===== src/rtl/ts_ordered_set_detector.sv =====
// Per-lane TS1/TS2 training ordered-set detector.
// Validates COM + 15 symbols, captures header fields and keeps saturating consecutive-match counters.
module ts_ordered_set_detector #(
    parameter int          CTR_W   = 16,
    parameter logic [7:0]  COM_SYM = 8'hBC,
    parameter logic [7:0]  PAD_SYM = 8'hF7
) (
    input  logic             clk,
    input  logic             reset,
    input  logic             en_n,
    input  logic [7:0]       txdata,
    input  logic             txdatak,
    output logic [CTR_W-1:0] ts1ctr,
    output logic [CTR_W-1:0] ts2ctr,
    output logic             os_valid,
    output logic             os_is_ts2,
    output logic [7:0]       link_num,
    output logic [7:0]       lane_num,
    output logic [7:0]       n_fts,
    output logic [7:0]       rate_id,
    output logic [7:0]       train_ctrl,
    output logic             os_err
);

    localparam logic [7:0] TS1_ID = 8'h4A;
    localparam logic [7:0] TS2_ID = 8'h45;

    typedef enum logic [1:0] {IDLE, HDR, ID} state_t;

    state_t     state, state_nx;
    logic [3:0] sym_idx, idx_nx;
    logic       is_com, sym_ok, os_done, os_bad, same_id;
    logic [7:0] sh_link, sh_lane, sh_nfts, sh_rate, sh_ctrl, id_sym;

    assign is_com  = txdatak && (txdata == COM_SYM);
    assign same_id = (sh_link == link_num) && (sh_lane == lane_num);

    always_ff @(posedge clk) begin
        if (reset) begin
            state   <= IDLE;
            sym_idx <= '0;
        end else begin
            state   <= state_nx;
            sym_idx <= idx_nx;
        end
    end

    always_comb begin
        state_nx = state;
        idx_nx   = sym_idx;
        sym_ok   = 1'b0;
        os_done  = 1'b0;
        os_bad   = 1'b0;
        case (state)
            IDLE: begin
                if (!en_n && is_com) begin
                    state_nx = HDR;
                    idx_nx   = 4'd1;
                end
            end
            default: begin
                if (en_n) begin
                    state_nx = IDLE;
                    idx_nx   = '0;
                end else if (is_com) begin
                    // A COM inside an OS is both an error and the start of the next OS
                    os_bad   = 1'b1;
                    state_nx = HDR;
                    idx_nx   = 4'd1;
                end else begin
                    if (state == HDR) begin
                        case (sym_idx)
                            4'd1, 4'd2: sym_ok = !txdatak || (txdata == PAD_SYM);
                            4'd4:       sym_ok = !txdatak && txdata[1];
                            default:    sym_ok = !txdatak;
                        endcase
                    end else if (sym_idx == 4'd6) begin
                        sym_ok = !txdatak && ((txdata == TS1_ID) || (txdata == TS2_ID));
                    end else begin
                        sym_ok = !txdatak && (txdata == id_sym);
                    end

                    if (!sym_ok) begin
                        os_bad   = 1'b1;
                        state_nx = IDLE;
                        idx_nx   = '0;
                    end else if (sym_idx == 4'd15) begin
                        os_done  = 1'b1;
                        state_nx = IDLE;
                        idx_nx   = '0;
                    end else begin
                        idx_nx   = sym_idx + 4'd1;
                        state_nx = (sym_idx == 4'd5) ? ID : state;
                    end
                end
            end
        endcase
    end

    always_ff @(posedge clk) begin
        if (reset) begin
            ts1ctr     <= '0;
            ts2ctr     <= '0;
            os_valid   <= 1'b0;
            os_err     <= 1'b0;
            os_is_ts2  <= 1'b0;
            link_num   <= PAD_SYM;
            lane_num   <= PAD_SYM;
            n_fts      <= '0;
            rate_id    <= '0;
            train_ctrl <= '0;
            sh_link    <= PAD_SYM;
            sh_lane    <= PAD_SYM;
            sh_nfts    <= '0;
            sh_rate    <= '0;
            sh_ctrl    <= '0;
            id_sym     <= '0;
        end else begin
            os_valid <= os_done;
            os_err   <= os_bad;

            // Header symbols go to shadow copies; outputs only change on a complete OS
            if (sym_ok) begin
                case (sym_idx)
                    4'd1:    sh_link <= txdata;
                    4'd2:    sh_lane <= txdata;
                    4'd3:    sh_nfts <= txdata;
                    4'd4:    sh_rate <= txdata;
                    4'd5:    sh_ctrl <= txdata;
                    4'd6:    id_sym  <= txdata;
                    default: ;
                endcase
            end

            if (os_done) begin
                link_num   <= sh_link;
                lane_num   <= sh_lane;
                n_fts      <= sh_nfts;
                rate_id    <= sh_rate;
                train_ctrl <= sh_ctrl;
                os_is_ts2  <= (id_sym == TS2_ID);
                if (id_sym == TS2_ID) begin
                    ts1ctr <= '0;
                    if (!same_id)          ts2ctr <= CTR_W'(1);
                    else if (ts2ctr != '1) ts2ctr <= ts2ctr + 1'b1;
                end else begin
                    ts2ctr <= '0;
                    if (!same_id)          ts1ctr <= CTR_W'(1);
                    else if (ts1ctr != '1) ts1ctr <= ts1ctr + 1'b1;
                end
            end else if (os_bad) begin
                ts1ctr <= '0;
                ts2ctr <= '0;
            end
        end
    end

endmodule


===== config.mk =====
export PLATFORM = sky130hd
export DESIGN_NAME = ts_ordered_set_detector
export DESIGN_NICKNAME = d
export VERILOG_FILES = /design/src/rtl/ts_ordered_set_detector.sv
export SDC_FILE = /design/constraint.sdc
export NUM_CORES = 1
export LEC_CHECK = 0
export ABC_AREA = 1
export CORE_ASPECT_RATIO = 0.7
export CORE_MARGIN = 2
export CORE_UTILIZATION = 59
export DETAILED_ROUTE_END_ITERATION = 8
export PLACE_DENSITY = 0.95
export SYNTH_ARGS = -nofsm -noshare
export SYNTH_HDL_FRONTEND = slang
export SYNTH_SLANG_ARGS = --single-unit

===== constraint.sdc =====
create_clock -name clk -period 3.3 [get_ports clk]
set_input_delay 0.825 -clock clk [delete_from_list [all_inputs] [get_ports clk]]
set_output_delay 0.825 -clock clk [all_outputs]
set_load 0.005 [all_outputs]

; Yosys cells after proc, flatten, opt, wreduce, memory -nomap -nowiden
; Index checks and enable logic that the tools add are counted.
[classes]
n_addsub = 3
n_eq_ne = 22
mux = 40
reduce_logical = 22
[ops]
columns = cell, n
row1 = $mux W16, 9
row2 = $add A16 B1 Y16 const B, 2
row3 = $ne A16 B16 Y1 const B, 2
row4 = $eq A8 B7 Y1 const B, 3
row5 = $eq A8 B8 Y1, 3
row6 = $mux W4, 6
row7 = $reduce_and A2 Y1, 9
row8 = $mux W1, 17
row9 = $eq A8 B8 Y1 const B, 2
row10 = $mux W2, 7
row11 = $eq A4 B3 Y1 const B, 3
row12 = $eq A4 B2 Y1 const B, 2
row13 = $logic_and A1 B1 Y1, 6
row14 = $ne A6 B6 Y1 const B, 1
row15 = $add A4 B1 Y4 const B, 1
row16 = $eq A4 B1 Y1 const B, 1
row17 = $eq A4 B4 Y1 const B, 1
row18 = $ne A4 B2 Y1 const B, 1
row19 = $ne A4 B3 Y1 const B, 1
row20 = $eq A2 B1 Y1 const B, 1
row21 = $logic_not A1 Y1, 2
row22 = $logic_not A2 Y1, 1
row23 = $logic_or A1 B1 Y1, 2
row24 = $ne A2 B2 Y1 const B, 1
row25 = 3 further kinds, 3
[word_totals]
regBits = 129
input_bits = 12
wordCells = 105

; Depth between registers and ports, before layout
; Gate-level depths: netlist of run 1.
[logic_depth]
word_depth = 14
mapped_depth = 18
ltp_nobuf = 16

; Worst setup path after synthesis of run 1
; No wires, ideal clock.
[synth_timing]
path_type = input-to-reg
from = input port txdata[1]
to = register ts2ctr[14]
setup_time_ps = 113
arrival_ps = 2254
required_ps = 3187
setup_slack_ps = 933
stages = 18
path_buffers = 2
path_cell_list = buf_2 inv_1 nand2_1 nand2_1 nand2_1 nor2_1 nand2_1 nand2_1 nand2_1 nand2_4 nand3_4 nor2_8 nand2_4 nand2_4 buf_6 nand2_1 nand2_1 nor2_1
[synth_via]
elab_chain_len = 14
word_cells_on_any_way = 29
classes_between = 6 x eq/ne / 15 x mux / 8 x reduce/logical
[synth_rtl]
columns = item, line_no
row1 = start: declaration, 11  ; input logic [7:0] txdata,
row2 = $eq A8 B7 Y1, 78  ; sym_ok = !txdatak && ((txdata == TS1_ID) || (txdata == TS2_ID));
row3 = $logic_or A1 B1 Y1, 78
row4 = $logic_and A1 B1 Y1, 78
row5 = $mux W1, 77  ; end else if (sym_idx == 4'd6) begin
row6 = $mux W1, 71  ; if (state == HDR) begin
row7 = $mux W1, 65  ; end else if (is_com) begin
row8 = $mux W1, 62  ; if (en_n) begin
row9 = $mux W1, 54  ; case (state)
row10 = $mux W1, 83  ; if (!sym_ok) begin
row11 = $mux W1, 65
row12 = $mux W1, 62
row13 = $mux W1, 54
row14 = $ne A4 B3 Y1 (no source line) or $reduce_bool A2 Y1 (tied branches), --
row15 = $reduce_and A2 Y1 (no source line), --
row16 = end signal: assignment, 145  ; else if (ts2ctr != '1) ts2ctr <= ts2ctr + 1'b1;
row17 = end: declaration, 14  ; output logic [CTR_W-1:0] ts2ctr,
; Several ways; a longest one is shown, not always the timed one. The select of a mux whose other input is x is not followed.
; A chain may end at the register's enable or synchronous reset.

; Worst setup path in the final report of run 1
[layout_timing]
from = input port txdata[5]
to = register ts2ctr[5]
; The elaborated chain is that of the path after synthesis.

==> results.json, run 1 <==
{
  "status": "finished, final reports clean",
  "cts_tree": "done",
  "buffer_ports.inserted": 86,
  "yosys_warnings": 0,
  "cap_violations": 0,
  "synthTopCellsByArea": "dfxtp_1 43%, nand2_1 10%, nor2_1 7.4%",
  "routabilityCongestion": 0.893,
  "synth_top_area_share_pct": 42.5,
  "antenna_found_initial": 0,
  "initial_core_util_pct": 61.7,
  "design_area_um2": 7720,
  "rows": 30,
  "netlist_area_um2": 6070,
  "drtIter0Drc": 664,
  "power.density_nw_per_um2": 460,
  "synth_common_cells": "167 x nand2_1, 129 x dfxtp_1, 120 x nor2_1",
  "hold_viol": 0,
  "ys_seq_area_share_pct": 42.5,
  "max-vdd-ir-drop_v": 0.000423,
  "post_cts_buffers": 0,
  "wl_per_cell_um": 14.5,
  "required_ns": 3.61,
  "multiInputGateArea_um2": 2910,
  "r2r-start": "sym_idx[1]$_SDFFE_PP0P_",
  "die_x_um": 125,
  "fin_tns_setup_ns": 0,
  "leakagePower_nw": 3.22,
  "critPathKind": "in -> reg",
  "stdcell_count": 1086,
  "critPathLaunch": "txdata[5]",
  "cts_hold_buf": 0,
  "crit_arrival_ns": 3.27,
  "yosysTopAreaCell": "dfxtp_1",
  "fmax_ghz": 0.338,
  "grt_start_max_net_pins": 61,
  "first_pass_iters": 6,
  "synth.distinct_cells": 38,
  "drt_wl_total_um": 15800,
  "fin_nets": 963,
  "ys_ff_latch": 129,
  "cts-root-buf": "clkbuf_16",
  "synth_edf_count": 0,
  "die_h_um": 88.9,
  "syn_avg_cell_area_um2": 7.10,
  "ctsResizeCount": 0,
  "n_fill_cell": 695,
  "finalSetupViolCount": 0,
  "holdCritPathClass": "reg -> reg",
  "insertion_delay_ns": 0.41,
  "htreeDepth": 4,
  "viasPerCell": 5.42,
  "clkSinkCount": 129,
  "grt_overflow": 0,
  "synth_flop_cell": "dfxtp_1",
  "cp-end-kind": "register",
  "cts_max_path_buffers": 2,
  "final-seq-area_um2": 2580,
  "diodes": 0,
  "syn_nets": 873,
  "holdCritStartpoint": "sh_ctrl[3]$_SDFFE_PP0P_",
  "synth_most_common_cell": "nand2_1",
  "die_area_um2": 11100,
  "grt_pass1_wl_um": 25700,
  "clk_pin_slew_ns": 0.06,
  "grt_usage_pct": 28.6,
  "timing.final.crit_share_pct": 89.6,
  "tightest_slew_ns": 0.684,
  "rsz0062_at_grt": "false",
  "slew_violations": 0,
  "synthArstFlopShare_pct": 0,
  "cts-buffers-inserted": 17,
  "dp_hpwl_um": 10200,
  "min_period_ns": 2.96,
  "fin_worst_skew_ns": 0.00906,
  "placed_cells": 1054,
  "placed_cell_area_um2": 7120,
  "core_um2": 9830,
  "startpoint_type": "input port",
  "relSlewSlack_pct": 54.3,
  "worst-r2r-setup-slack_ns": 0.73,
  "area_growth_syn_to_layout_pct": 27.1,
  "io_pins": 87,
  "first_global_vias": 5214,
  "drtAntennaViolNets": 0,
  "critPathMaxFanout": 15,
  "syn_inst": 855,
  "drc_errors": 0,
  "drive_above_1_share_pct": 8.04,
  "dr_total_vias": 5881
}
[sequential cells by signal, indices dropped and copies added, names as in the netlist]
name	flops
sh_rate	8
rate_id	8
train_ctrl	8
sh_link	8
link_num	8
ts1ctr	16
id_sym	8
sh_ctrl	8
os_err	1
lane_num	8
os_is_ts2	1
state	2
sym_idx	4
sh_nfts	8
sh_lane	8
os_valid	1
n_fts	8
ts2ctr	16
[cell families (layout without fill, tap and decap cells)]
kind of cell | count (synthesis) | in the layout | share of synthesized area, %
AO/OA/AOI/OAI | 164 | 164 | 14.9
XOR/XNOR | 33 | 33 | 4.76
adder cells (fa/ha/maj) | 6 | 6 | 1.24
buffers and inverters | 142 | 245 | 9.56
flip-flops | 129 | 129 | 42.5
AND/OR/NAND/NOR | 381 | 381 | 27.0
[report_power, final]
part	switching [mW]	internal (mW)
Clock	0.704	1.19
Combinational	0.0611	0.0366
Sequential	0.000222	1.56
Total	0.765	2.79
[routing by layer]
metal | track usage (%) | share of wire, % | vias to the layer above
li1 | - | - | 2943
met1 | 39.8 | 46 | 2668
met2 | 45.0 | 45 | 247
met3 | 5.80 | 7.3 | 23
met4 | 9.90 | 1.4 | 0
met5 | 0 | 0 | -
[cell type report]
type,instances,share of cell area [%]
flip-flops and latches,129,33.5
clock buffers,20,5.66
repair buffers,111,14.1
well taps,128,2.08
clock inverters,12,2.09
multi-input cells,584,37.7
inverters,102,4.96
[critical path, cell delays in order]
cell             delay (ns)
clkdlybuf4s50_1        0.66
inv_1                  0.15
nand2_1                0.08
nand2_1                0.04
nand2_1                0.05
nor2_1                 0.04
nand2_1                0.05
nand2_1                0.04
nand2_1                0.09
nand2_4                0.14
a21oi_4                0.24
inv_1                  0.12
nor2_2                 0.48
nand2_1                0.11
nand2_1                0.08
nor2_1                 0.04
[stage by stage]
stage          setup WS [ns]  total power, mW  utilization, %  hold slack (ns)
2_1_floorplan          0.933             1.65               -            0.430
3_3_place_gp           0.115             1.69            72.4            0.434
3_5_place_dp          0.0413             1.69            72.4            0.440
4_1_cts                0.421             3.56            78.5            0.451
5_1_grt                0.126             3.64            78.5            0.471
6_report               0.344             3.55            78.5            0.452
[final timing paths]
path | endpoint | depth (start not counted)
setup / recovery | ts2ctr[5]$_SDFFE_PP0P_ | 16
hold / removal | train_ctrl[3]$_SDFFE_PP0P_ | 2
setup reg to reg | ts2ctr[5]$_SDFFE_PP0P_ | 10
hold reg to reg | train_ctrl[3]$_SDFFE_PP0P_ | 2
[placed cells by master (no fill, tap or decap), drive strengths merged, types with 3 or more instances in the layout]
cell	count
a21oi	68
o211ai	19
nand3	45
nand4	12
nor2	128
bufinv	3
nor3	17
nand2	171
buf	25
dfxtp	129
nand3b	4
clkbuf	20
xnor2	14
xor2	19
clkinvlp	3
o21ai	68
clkinv	6
ha	6
clkdlybuf4s50	86
inv	102
Note: power is estimated with default switching activity, not from simulation.
==> run 2, diff against run 1 <==
--- a/config.mk
+++ b/config.mk
@@ -6,9 +6,11 @@
 export NUM_CORES = 1
 export LEC_CHECK = 0
 export ABC_AREA = 1
+export CAP_MARGIN = 20
 export CORE_ASPECT_RATIO = 0.7
 export CORE_MARGIN = 2
 export CORE_UTILIZATION = 59
+export CTS_CLUSTER_DIAMETER = 30
 export DETAILED_ROUTE_END_ITERATION = 8
 export PLACE_DENSITY = 0.95
 export SYNTH_ARGS = -nofsm -noshare
==> constraint.sdc (replaced) <==
create_clock -name clk -period 3.6 [get_ports clk]
set_input_delay 0.9 -clock clk [delete_from_list [all_inputs] [get_ports clk]]
set_output_delay 0.9 -clock clk [all_outputs]
set_load 0.005 [all_outputs]
==> results.json, run 2 (synthesis gave the netlist of run 1 again) <==
{
  "status": "finished, final reports clean",
  "dr_total_vias": 5991,
  "swShare_pct": 21.5,
  "path_cells": "clkdlybuf4s50_1, inv_1, nand2_1, nand2_1, nand2_1, nor2_1, nand2_1, nand2_1, nand2_1, nand2_4, a21oi_4, inv_1, nor2_2, nand2_1, nand2_1, nor2_1",
  "antenna_found_initial": 0,
  "layout_setup_ws_ns": 0.360,
  "slowest_stage": "clkdlybuf4s50_1",
  "fin_worst_skew_ns": 0.0121,
  "post_cts_buffers": 0,
  "area_growth_syn_to_layout_pct": 27.0,
  "rsz0062_at_grt": "false",
  "critical-path-max-stage-delay_ns": 0.72,
  "multiInputGateArea_um2": 2910,
  "io_pins": 87,
  "drtIter0Drc": 721,
  "holdCritPathClass": "reg -> reg",
  "power_mw": 3.38,
  "final-seq-area_um2": 2580,
  "timing.final.crit_share_pct": 90.0,
  "power_switching_mw": 0.727,
  "rows": 30,
  "drc_errors": 0,
  "cts_hold_buf": 0,
  "viasPerCell": 5.54,
  "critPathKind": "in -> reg",
  "grt_overflow": 0,
  "diodes": 0,
  "startpoint_type": "input port",
  "grt_start_max_net_pins": 61,
  "die_area_um2": 11100,
  "cts-root-buf": "clkbuf_16",
  "buffer_ports.inserted": 86,
  "cp-end-kind": "register",
  "critPathTopFamily": "simple AND/OR/NAND/NOR gates",
  "cts-buffers-inserted": 17,
  "worst-r2r-setup-slack_ns": 1.08,
  "power.density_nw_per_um2": 438,
  "crit_top_cell": "nand2_1",
  "insertion_delay_ns": 0.42,
  "combinationalPowerShare_pct": 2.6,
  "slew_violations": 0,
  "routabilityCongestion": 0.895,
  "relSlewSlack_pct": 57.3,
  "clkPwrFrac_pct": 55.1,
  "ctsResizeCount": 0,
  "die_h_um": 88.9,
  "p_int_mw": 2.65,
  "cts_max_path_buffers": 2,
  "min_period_ns": 3.24,
  "leakagePower_nw": 3.22,
  "required_ns": 3.91,
  "first_global_vias": 5388,
  "crit_arrival_ns": 3.55,
  "pre_cts_ws_ns": 0.0975,
  "fin_nets": 958,
  "drive_above_1_share_pct": 7.76,
  "core_um2": 9830,
  "grt_pass1_wl_um": 26000,
  "grt_usage_pct": 28.9,
  "max-vdd-ir-drop_v": 0.000354,
  "cts_tree": "done",
  "first_pass_iters": 6,
  "initial_core_util_pct": 61.7,
  "clk_pin_slew_ns": 0.06,
  "die_x_um": 125,
  "hold_viol": 0,
  "finalSetupViolCount": 0,
  "reg_top3": "ts1ctr x16, ts2ctr x16",
  "wl_per_cell_um": 14.6,
  "placed_cell_area_um2": 7070,
  "power_frac_seq_pct": 42.3,
  "drt_wl_total_um": 15800,
  "design_area_um2": 7710,
  "critPathMaxFanout": 15,
  "layout_common_cells": "167 x nand2_1, 129 x dfxtp_1, 120 x nor2_1",
  "htreeDepth": 4,
  "drtAntennaViolNets": 0,
  "tightest_slew_ns": 0.639,
  "dp_hpwl_um": 10200,
  "n_fill_cell": 656,
  "fmax_ghz": 0.309,
  "mostFrequentLayoutCell": "nand2_1",
  "clkSinkCount": 129,
  "fin_tns_setup_ns": 0,
  "critPathBufInv": 3,
  "cap_violations": 0
}
## run 2: cell types whose count changed in the layout (fill, tap and decap cells not counted), sizes merged
cell      before  now
bufinv         3    4
clkinvlp       3    1
buf           25   20
inv          102  107
clkbuf        20   19
clkinv         6    3
## run 2: area by class of cell
class                           count  share of cell area [%]
Clock inverter                     13                    2.56
Inverter                          102                    4.97
Timing Repair Buffer              106                    13.4
Tap cell                          128                    2.08
Sequential cell                   129                    33.5
Multi-Input combinational cell    584                    37.7
Clock buffer                       19                    5.74
## run 2: worst paths after layout
check / start / end / cells past startpoint
worst max-delay path: txdata[1] / ts2ctr[8]$_SDFFE_PP0P_ / 16
worst min-delay path: sh_rate[3]$_SDFFE_PP0P_ / rate_id[3]$_SDFFE_PP0P_ / 2
worst max register to register: sym_idx[0]$_SDFFE_PP0P_ / ts2ctr[8]$_SDFFE_PP0P_ / 14
worst min register to register: sh_rate[3]$_SDFFE_PP0P_ / rate_id[3]$_SDFFE_PP0P_ / 2
## run 2: routing by layer
layer / vias to the layer above / share of wire, % / wire [um] / track usage [%]
li1: 2927 / - / - / -
met1: 2752 / 45 / 7060 / 39.2
met2: 281 / 47 / 7350 / 47.2
met3: 31 / 7.1 / 1120 / 5.44
met4: 0 / 1.7 / 270 / 10.2
met5: - / 0 / 0 / 0
## run 2: power by group through the flow
stage	combinational, mW	clock [mW]	sequential, mW
after floorplan	0.0495	0	1.46
after global placement	0.0821	0	1.46
after detailed placement	0.0833	0	1.46
after CTS	0.0851	1.87	1.43
after global routing	0.0938	1.93	1.43
final	0.0874	1.86	1.43
## run 2: tightest hold or removal path, cell delays in order, from the launching register on
cell	delay (ns)
dfxtp_1	0.29
inv_1	0.06
a21oi_1	0.06
## run 2: metrics by stage
step                util, %  std cells  hold WS (ns)
floorplan                 -        855         0.430
global placement       71.9       1049         0.439
detailed placement     71.9       1049         0.442
CTS                    78.4       1081         0.454
global route           78.4       1081         0.471
finish                 78.4       1081         0.452
==> run 3, diff against run 2 <==
--- a/config.mk
+++ b/config.mk
@@ -12,6 +12,7 @@
 export CORE_UTILIZATION = 59
 export CTS_CLUSTER_DIAMETER = 30
 export DETAILED_ROUTE_END_ITERATION = 8
+export GPL_TIMING_DRIVEN = 0
 export PLACE_DENSITY = 0.95
 export SYNTH_ARGS = -nofsm -noshare
 export SYNTH_HDL_FRONTEND = slang
==> results.json, run 3 (synthesis gave the netlist of run 1 again) <==
{
  "status": "finished, final reports clean",
  "buffer_ports.inserted": 79,
  "power_mw": 3.14,
  "post_cts_buffers": 0,
  "wl_per_cell_um": 15.4,
  "mostFrequentLayoutCell": "nand2_1",
  "rows": 30,
  "holdCritPathClass": "reg -> reg",
  "fmax_ghz": 0.315,
  "holdCritStartpoint": "sh_rate[6]$_SDFFE_PP0P_",
  "grt_start_max_net_pins": 17,
  "critical-path-max-stage-delay_ns": 0.73,
  "layout_common_cells": "167 x nand2_1, 129 x dfxtp_1, 120 x nor2_1",
  "ctsResizeCount": 0,
  "grt_overflow": 0,
  "core_um2": 9830,
  "grt_usage_pct": 31.1,
  "pre_cts_ws_ns": 0.191,
  "cap_violations": 0,
  "finalSetupViolCount": 0,
  "crit_top_cell": "nand2_1",
  "reg2regPathDepth": 13,
  "hold_viol": 0,
  "htreeDepth": 4,
  "die_area_um2": 11100,
  "area_growth_syn_to_layout_pct": 24.9,
  "cts_hold_buf": 0,
  "critPathTopFamily": "buffers and inverters",
  "reg_top3": "ts1ctr x16, ts2ctr x16",
  "drive_above_1_share_pct": 7.87,
  "cp-end-kind": "register",
  "cts-root-buf": "clkbuf_16",
  "max-vdd-ir-drop_v": 0.000397,
  "required_ns": 3.90,
  "cts_max_path_buffers": 2,
  "relSlewSlack_pct": 45.6,
  "drtAntennaViolNets": 0,
  "critPathMaxFanout": 10,
  "hold_end": "rate_id[6]$_SDFFE_PP0P_",
  "first_pass_iters": 6,
  "die_x_um": 125,
  "tightest_slew_ns": 0.814,
  "dr_total_vias": 6192,
  "rsz0062_at_grt": "false",
  "fin_tns_setup_ns": 0,
  "insertion_delay_ns": 0.42,
  "critPathKind": "in -> reg",
  "fin_nets": 971,
  "clk_pin_slew_ns": 0.06,
  "cts-buffers-inserted": 17,
  "slew_violations": 0,
  "dp_hpwl_um": 11300,
  "path_cells": "clkdlybuf4s50_1, inv_2, nor2_2, nand2_1, nand2_1, nand2_1, a21oi_1, nand2_1, nand2_4, buf_4, nand3_1, buf_2, o21ai_0, a21oi_1",
  "startpoint_type": "input port",
  "r2r-start": "ts1ctr[0]$_SDFFE_PP0P_",
  "io_pins": 87,
  "r2r-end": "ts1ctr[14]$_SDFFE_PP0P_",
  "leakagePower_nw": 3.16,
  "drtIter0Drc": 672,
  "power.density_nw_per_um2": 414,
  "crit_arrival_ns": 3.47,
  "slowest_stage": "clkdlybuf4s50_1",
  "min_period_ns": 3.18,
  "worst-r2r-setup-slack_ns": 0.97,
  "drt_wl_total_um": 16800,
  "cts_tree": "done",
  "viasPerCell": 5.66,
  "diodes": 0,
  "fin_worst_skew_ns": 0.00679,
  "critPathBufInv": 4,
  "grt_pass1_wl_um": 27700,
  "holdPathStages": 2,
  "antenna_found_initial": 0,
  "routabilityCongestion": 0.941,
  "timing.final.crit_share_pct": 88.2,
  "clkSinkCount": 129,
  "layout_setup_ws_ns": 0.424,
  "initial_core_util_pct": 61.7,
  "first_global_vias": 5751,
  "drc_errors": 0,
  "die_h_um": 88.9
}
run 3: per-stage QoR:
stage               utilization (%)  hold WS [ns]  cell area [um2]  std cells
global placement               71.4         0.442             7020       1062
global route                   77.1         0.474             7580       1094
finish                         77.1         0.459             7580       1094
CTS                            77.1         0.455             7580       1094
detailed placement             71.4         0.444             7020       1062
floorplan                         -         0.430             6070        855
run 3: worst max-delay path by stage:
stage	from	end	slack (ns)	cells past startpoint
4_1_cts	txdata[2]	sh_rate[1]$_SDFFE_PP0P_	0.56	14
6_report	txdata[2]	sh_rate[1]$_SDFFE_PP0P_	0.42	14
2_1_floorplan	txdata[1]	ts2ctr[14]$_SDFFE_PP0P_	1.16	18
3_3_place_gp	txdata[2]	ts2ctr[14]$_SDFFE_PP0P_	0.29	17
5_1_grt	txdata[2]	sh_rate[1]$_SDFFE_PP0P_	0.26	14
3_5_place_dp	txdata[2]	sh_rate[1]$_SDFFE_PP0P_	0.19	14
run 3: layer usage:
metal	GRT usage (%)	wire [um]
met5	0	0
met4	14.4	440
met3	7.44	1560
met2	49.1	7430
met1	41.1	7400
run 3: area by class of cell:
| class | count | area [um2] |
|---|---|---|
| multi-input cells | 584 | 2910 |
| well taps | 128 | 160 |
| fillers | 694 | 2250 |
| inverters | 102 | 383 |
| flip-flops and latches | 129 | 2580 |
| repair buffers | 79 | 791 |
| clock buffers | 17 | 425 |
| clock inverters | 15 | 136 |
| plain buffers | 40 | 198 |
run 3: worst register-to-register path, stage by stage (launching register included):
cell and delay (ns):
dfxtp_1 0.45, ha_1 0.26, nand3_1 0.13, nor2_1 0.19
nand2_1 0.10, nor2_2 0.20, nand4_1 0.21, nor2_1 0.16
nand3_1 0.16, o21ai_2 0.28, buf_4 0.22, nand2_1 0.06
nand2_1 0.06, nor2_1 0.05
run 3: where the power goes:
group / switching [mW] / internal, mW / total (mW) / leakage, nW
registers: 0.000210 / 1.43 / 1.43 / 1.04
clock network: 0.673 / 0.953 / 1.63 / 0.266
logic: 0.0615 / 0.0221 / 0.0835 / 1.86
total: 0.735 / 2.40 / 3.14 / 3.16
